### src/rtl/cnn_frame_sequencer.sv
// Gates a first-word-fall-through pixel FIFO into the CNN one frame at a time.
// Each frame ends with a held digit (or timeout marker) that must be accepted before the next frame streams.
module cnn_frame_sequencer #(
    parameter int GS_BITS        = 8,
    parameter int BCD_BITS       = 4,
    parameter int IMG_DIM        = 30,
    parameter int TIMEOUT_CYCLES = 65535
) (
    input  logic                clk,
    input  logic                rst,
    input  logic                start_i,
    input  logic                fifo_empty_i,
    input  logic [GS_BITS-1:0]  fifo_dout_i,
    output logic                fifo_rd_en_o,
    output logic [GS_BITS-1:0]  pixel_o,
    output logic                pixel_valid_o,
    input  logic [BCD_BITS-1:0] digit_i,
    input  logic                digit_valid_i,
    output logic [BCD_BITS-1:0] result_o,
    output logic                result_valid_o,
    input  logic                result_ready_i,
    output logic                timeout_o,
    output logic                spurious_o,
    output logic                busy_o,
    output logic [15:0]         frame_cnt_o
);

    localparam int NPIX  = IMG_DIM * IMG_DIM;
    localparam int PIX_W = $clog2(NPIX);
    localparam int TO_W  = $clog2(TIMEOUT_CYCLES + 1);
    localparam logic [PIX_W-1:0] PIX_LAST = PIX_W'(NPIX - 1);
    localparam logic [TO_W-1:0]  TO_LAST  = TO_W'(TIMEOUT_CYCLES - 1);

    typedef enum logic [1:0] {
        STREAM,
        WAIT_RESULT,
        HOLD
    } state_t;

    state_t           state;
    state_t           state_next;
    logic [PIX_W-1:0] pix_cnt;
    logic [TO_W-1:0]  to_cnt;
    logic             fire;

    always_ff @(posedge clk) begin
        if (rst) begin
            state <= STREAM;
        end else begin
            state <= state_next;
        end
    end

    // Pixel release is only possible in STREAM, and never while reset is held.
    always_comb begin
        state_next = state;
        fire       = 1'b0;
        case (state)
            STREAM: begin
                fire = start_i & ~fifo_empty_i;
                if (fire && pix_cnt == PIX_LAST) begin
                    state_next = WAIT_RESULT;
                end
            end
            WAIT_RESULT: begin
                if (digit_valid_i || to_cnt == TO_LAST) begin
                    state_next = HOLD;
                end
            end
            HOLD: begin
                if (result_ready_i) begin
                    state_next = STREAM;
                end
            end
            default: state_next = STREAM;
        endcase
        if (rst) begin
            fire = 1'b0;
        end
    end

    assign fifo_rd_en_o  = fire;
    assign pixel_valid_o = fire;
    assign pixel_o       = fifo_dout_i;
    assign busy_o        = (state != STREAM) || (pix_cnt != '0);

    // A real digit on the final timeout cycle takes priority over the timeout marker.
    always_ff @(posedge clk) begin
        if (rst) begin
            pix_cnt        <= '0;
            to_cnt         <= '0;
            result_o       <= '0;
            result_valid_o <= 1'b0;
            timeout_o      <= 1'b0;
            spurious_o     <= 1'b0;
            frame_cnt_o    <= '0;
        end else begin
            if (digit_valid_i && state != WAIT_RESULT) begin
                spurious_o <= 1'b1;
            end
            case (state)
                STREAM: begin
                    if (fire) begin
                        if (pix_cnt == PIX_LAST) begin
                            pix_cnt <= '0;
                            to_cnt  <= '0;
                        end else begin
                            pix_cnt <= pix_cnt + 1'b1;
                        end
                    end
                end
                WAIT_RESULT: begin
                    to_cnt <= to_cnt + 1'b1;
                    if (digit_valid_i) begin
                        result_o       <= digit_i;
                        timeout_o      <= 1'b0;
                        result_valid_o <= 1'b1;
                    end else if (to_cnt == TO_LAST) begin
                        result_o       <= {BCD_BITS{1'b1}};
                        timeout_o      <= 1'b1;
                        result_valid_o <= 1'b1;
                    end
                end
                HOLD: begin
                    if (result_ready_i) begin
                        result_valid_o <= 1'b0;
                        frame_cnt_o    <= frame_cnt_o + 16'd1;
                        pix_cnt        <= '0;
                    end
                end
                default: ;
            endcase
        end
    end

endmodule

### config.mk
export PLATFORM = sky130hd
export DESIGN_NAME = cnn_frame_sequencer
export DESIGN_NICKNAME = d
export VERILOG_FILES = /design/src/rtl/cnn_frame_sequencer.sv
export SDC_FILE = /design/constraint.sdc
export NUM_CORES = 1
export LEC_CHECK = 0
export ABC_AREA = 1
export ABC_CLOCK_PERIOD_IN_PS = 1800
export CAP_MARGIN = 10
export CELL_PAD_IN_SITES_DETAIL_PLACEMENT = 0
export CELL_PAD_IN_SITES_GLOBAL_PLACEMENT = 1
export CORE_MARGIN = 8
export CORE_UTILIZATION = 36
export DETAILED_ROUTE_END_ITERATION = 10
export GPL_TIMING_DRIVEN = 0
export PLACE_DENSITY = 0.83
export RECOVER_POWER = 100
export SLEW_MARGIN = 5
export SYNTH_ARGS = -nofsm -noshare
export SYNTH_HDL_FRONTEND = slang
export SYNTH_SLANG_ARGS = --single-unit
export TNS_END_PERCENT = 20
### constraint.sdc
create_clock -name clk -period 1.8 [get_ports clk]
set_input_delay 0.36 -clock clk [delete_from_list [all_inputs] [get_ports clk]]
set_output_delay 0.36 -clock clk [all_outputs]
set_load 0.1 [all_outputs]
# After elaboration in Yosys (flattened, before gate mapping)
# Cells that the tools add are included.
[word_totals] reg_bits=51 inputBits=18 output_inout_bits=34 wordCells=61
[op_classes] addsub=3 eq_ne=11 muxes=20 bitwise_logic=2 n_reduce_logical=17
[op_table] operator="$add 16x1->16 const B" count=2
[op_table] operator="$mux 16" count=2
[op_table] operator="$pmux 16 s2" count=1
[op_table] operator="$mux 10" count=3
[op_table] operator="$pmux 10 s2" count=1
[op_table] operator="$eq 16x16->1 const B" count=1
[op_table] operator="$reduce_and 3->1" count=4
[op_table] operator="$add 10x1->10 const B" count=1
[op_table] operator="$eq 10x10->1 const B" count=1
[op_table] operator="$ne 2x2->1 const B" count=5
[op_table] operator="$reduce_bool 10->1" count=1
[op_table] operator="$reduce_bool 2->1" count=5
[op_table] operator="$mux 4" count=2
[op_table] operator="$mux 1" count=6
[op_table] operator="$mux 2" count=3
[op_table] operator="$pmux 2 s3" count=1
[op_table] operator="$reduce_and 2->1" count=2
[op_table] operator="$ne 3x3->1 const B" count=1
[op_table] operator="$eq 2x1->1 const B" count=1
[op_table] operator="$eq 2x2->1 const B" count=1
[op_table] operator="$logic_and 1x1->1" count=2
[op_table] operator="$logic_not 2->1" count=1
[op_table] operator="$logic_or 1x1->1" count=2
[op_table] operator="$ne 2x1->1 const B" count=1
[op_table] operator="other kinds (3)" count=3

# Depth between registers and ports, before layout
[depth] ltp_word=6 depth_mapped=10 depth_no_buf=10

# Worst setup path after synthesis
# No wires, ideal clock.
[synth_path] path_kind="register to register" from="reg frame_cnt_o[2]" to="reg frame_cnt_o[9]" arrival_time_ps=1903 t_required_ps=1685 setup_slack_ps=-218 path_stages_with_launch=7 n_path_buf=0 period_less_slack_ps=2018 path_cell_list="dfxtp_1 nand3_1 nor2_2 nand3_2 nor2_1 nand2_1 and3_1"
[synth_via] elab_chain_len=1
[synth_rtl] element="from (decl)" line_no="25" text="output logic [15:0] frame_cnt_o"
[synth_rtl] element="from (signal assigned)" line_no="127" text="frame_cnt_o <= frame_cnt_o + 16'd1;"
[synth_rtl] element="$add 16x1->16" line_no="127"
# No other way between the ends.
# A chain may end at the register's enable or synchronous reset.

# Worst setup path in the final report
[layout_path] from="reg pix_cnt[0]" to="out busy_o"
[layout_via] elab_chain_len=2
[layout_rtl] element="from (decl)" line_no="42" text="logic [PIX_W-1:0] pix_cnt;"
[layout_rtl] element="from (signal assigned)" line_no="108" text="pix_cnt <= pix_cnt + 1'b1;"
[layout_rtl] element="$reduce_bool 10->1" line_no="85" text="assign busy_o = (state != STREAM) || (pix_cnt != '0);"
[layout_rtl] element="$logic_or 1x1->1" line_no="85"
[layout_rtl] element="to (decl)" line_no="24" text="output logic busy_o,"
# No other way between the ends.

==> results.cfg <==
[sta]
skew_ns = 0.0177
hold_violations = 0
tns_ns = -0.0920
rsz0062_at_grt = yes
min_period_over_period_pct = 104
setup_violations = 2
max_slew_margin_pct = 58.6
slew_violations = 0
holdWs_ns = 0.329
max_freq_mhz = 535
period_needed_ns = 1.87
fin_ws_ns = -0.0693
worstMarginPinSlew_ns = 0.620

[yosys]
netlist_instances = 427
syn_nets = 450
yosys_warnings = 0
synth-seq-cells = 51
ys_types = 28
synth_area_sq_mm = 0.00278
syn_avg_cell_area_sq_um = 6.52
seq_area_frac_synth_pct = 36.7

[power]
clock_power_share_pct = 37.5
seq_power_share_pct = 50.4
powerDensity_mw_per_mm2 = 622
leakage_nw = 1.35
switching_share_pct = 27.3
combPwrFrac_pct = 12.1
switchingPower_mw = 0.613
internal_power_mw = 1.63
vdd_ir_drop_max_uv = 296

[finish]
syn2layout_area_growth_pct = 29.8
nNetsFinal = 513
area.sequential_sq_mm = 0.00103
fillers = 826
final_cell_area_sq_mm = 0.00361
instances_no_fill = 593
multi_input_area_sq_mm = 0.00150
drive_gt1_share_pct = 20.2
antenna-diode-count = 0

[worst_hold_path]
hold_depth = 2
hold-path-endpoint = frame_cnt_o[12]
min_from = rst
hold_class = input pin to flop

[status]
status = finished with violations
violations = setup timing

[worst_setup_path]
worstSetupStartpointType = flop
critPathMaxStageDelay_ns = 0.41
cp_cell_sequence = inv_2 -> ha_4 -> nand3_2 -> or3_4 -> buf_12
crit_slowest_cell = or3_4
arrival_ns = 1.51
r2r_slack_ns = 0.13
worstReg2RegStart = pix_cnt[0]
critPathMaxFanout = 2
rr_worst_depth = 9
crit_type = flop to primary output
reg2reg_to = to_cnt[2]
endpoint_kind = primary output
crit_required_ns = 1.44

[drt]
antenna_left = 0
wl_um = 7490
wl_per_cell_um = 12.6
avgViaCountPerCell = 4.82
drt_iter0_markers = 152
drt_first_pass_iters = 4
vias = 2859
remaining_drc_errors = 0

[floorplan]
chipHeight_um = 104
die_area_sq_mm = 0.0108
coreArea_sq_mm = 0.00761
die_x_um = 104
io-pin-count = 52
rows = 32
initial_core_util_pct = 36.6

[grt]
gr-total-overflow = 0
grt_max_degree = 18
antenna_found_initial = 0
grt_pass1_vias = 2674
track_usage_pct = 13.9
grt_first_pass_wirelength_um = 12700

[clocking]
cts_hold_buffers = 0
clock_sinks = 51
cts-root-buf = clkbuf_8
cts_max_path_buffers = 2
htreeDepth = 2
clk_pin_slew_ns = 0.11
cts_tree = done
clock_latency_ns = 0.32
cts_buffers = 5

[job]
drv_cap = 0

[place]
port_buffers = 42
dp_hpwl_um = 5490
dp.cells = 571
placed_area_sq_mm = 0.00334
gp_congestion = 0.799
flip-flops by register name, indices dropped and copies added (netlist names):
signal and count:
frame_cnt_o 16, pix_cnt 10, result_o 4, result_valid_o 1, spurious_o 1, state 2
timeout_o 1, to_cnt 16
area by class of cell:
cell class                      instances  share of cell area, %
Multi-Input combinational cell        307                   41.6
Sequential cell                        51                   28.6
Timing Repair Buffer                   56                   14.8
Inverter                               54                   5.68
Tap cell                              102                   3.53
Buffer                                 15                   2.56
Clock buffer                            5                   1.91
Clock inverter                          3                   1.28
worst max-delay path, delay by kind of cell (launching register included):
family        cells  cell delay, ns
buf+inv           2            0.26
flops             1            0.34
fa+ha+maj         1            0.14
simple gates      2            0.46
logic make-up after synthesis:
logic type      after synthesis  synth area share (%)
fa+ha+maj                     5                  2.25
simple gates                236                  37.9
flops                        51                  36.7
buf+inv                      69                  10.8
compound gates               66                  12.3
through the flow:
stage	utilization, %	worst slack, ns	total power, mW
finish	47.5	-0.0693	2.25
global route	47.5	-0.0895	2.32
CTS	46.8	-0.0907	2.26
detailed placement	43.9	-1.16	1.41
global placement	43.9	-1.15	1.41
floorplan	-	-0.0911	1.34
cell usage after synthesis:
| master | count | share of area (%) |
|---|---|---|
| buf_2 | 1 | 0.18 |
| nand4_1 | 8 | 1.8 |
| and3_1 | 1 | 0.22 |
| inv_1 | 49 | 6.6 |
| nand2_1 | 104 | 14 |
| o21ai_0 | 23 | 4.1 |
| nor3_1 | 5 | 0.90 |
| nand2_4 | 3 | 1.2 |
| or3_1 | 1 | 0.22 |
| nor3b_1 | 1 | 0.27 |
| buf_4 | 10 | 2.7 |
| nand3_2 | 3 | 1.1 |
| o21bai_1 | 2 | 0.54 |
| nor2_2 | 4 | 0.90 |
| o21a_1 | 1 | 0.27 |
| dfxtp_1 | 51 | 37 |
| inv_2 | 4 | 0.54 |
| o211ai_1 | 1 | 0.27 |
| nand3_1 | 38 | 6.8 |
| nor2_1 | 63 | 8.5 |
| a31oi_1 | 2 | 0.45 |
| nand3_4 | 2 | 1.3 |
| or2_2 | 2 | 0.45 |
| a21oi_1 | 37 | 6.7 |
| clkbuf_1 | 4 | 0.54 |
| inv_4 | 1 | 0.22 |
| nand3b_1 | 1 | 0.27 |
| ha_1 | 5 | 2.2 |
power groups by stage:
stage               clock network (mW)  registers (mW)  logic [mW]
finish                           0.843            1.13       0.273
global route                     0.896            1.13       0.288
CTS                              0.857            1.13       0.268
detailed placement                   0            1.16       0.248
global placement                     0            1.16       0.247
floorplan                            0            1.17       0.166
layer usage:
metal / vias up / GRT usage, % / part of all wire (%) / wire [um]
met5: - / 0 / 0 / 0
li1: 1491 / - / - / -
met4: 0 / 4.34 / 1.5 / 113
met3: 8 / 3.90 / 5.3 / 396
met2: 53 / 24.0 / 50 / 3720
met1: 1307 / 16.1 / 44 / 3260
worst max-delay path by stage:
stage	startpoint	endpoint	slack, ns	cells past startpoint
after floorplan	frame_cnt_o[5]	frame_cnt_o[14]	-0.09	7
after detailed placement	start_i	pixel_valid_o	-1.16	7
after global placement	start_i	pixel_valid_o	-1.15	7
after global routing	pix_cnt[0]	busy_o	-0.09	5
final	pix_cnt[0]	busy_o	-0.07	5
after CTS	start_i	pixel_valid_o	-0.09	7
cells in the final DEF, fill, tap and decap left out, drive strengths merged, types with 2 or more instances in the layout:
cell / count
or2: 2
dfxtp: 51
clkbuf: 18
nand4: 8
buf: 27
a21oi: 37
nand2: 107
clkdlybuf4s15: 23
nand3: 43
nor3: 5
clkdlybuf4s50: 8
inv: 55
ha: 5
o21bai: 2
nor2: 67
a31oi: 2
o21ai: 23
timing repair:
action	CTS	global route
setup buffers	4	10
pin swaps	4	7
gates resized for setup	118	12
setup endpoints to repair	34	20
Note: power is estimated with default switching activity, not from simulation.
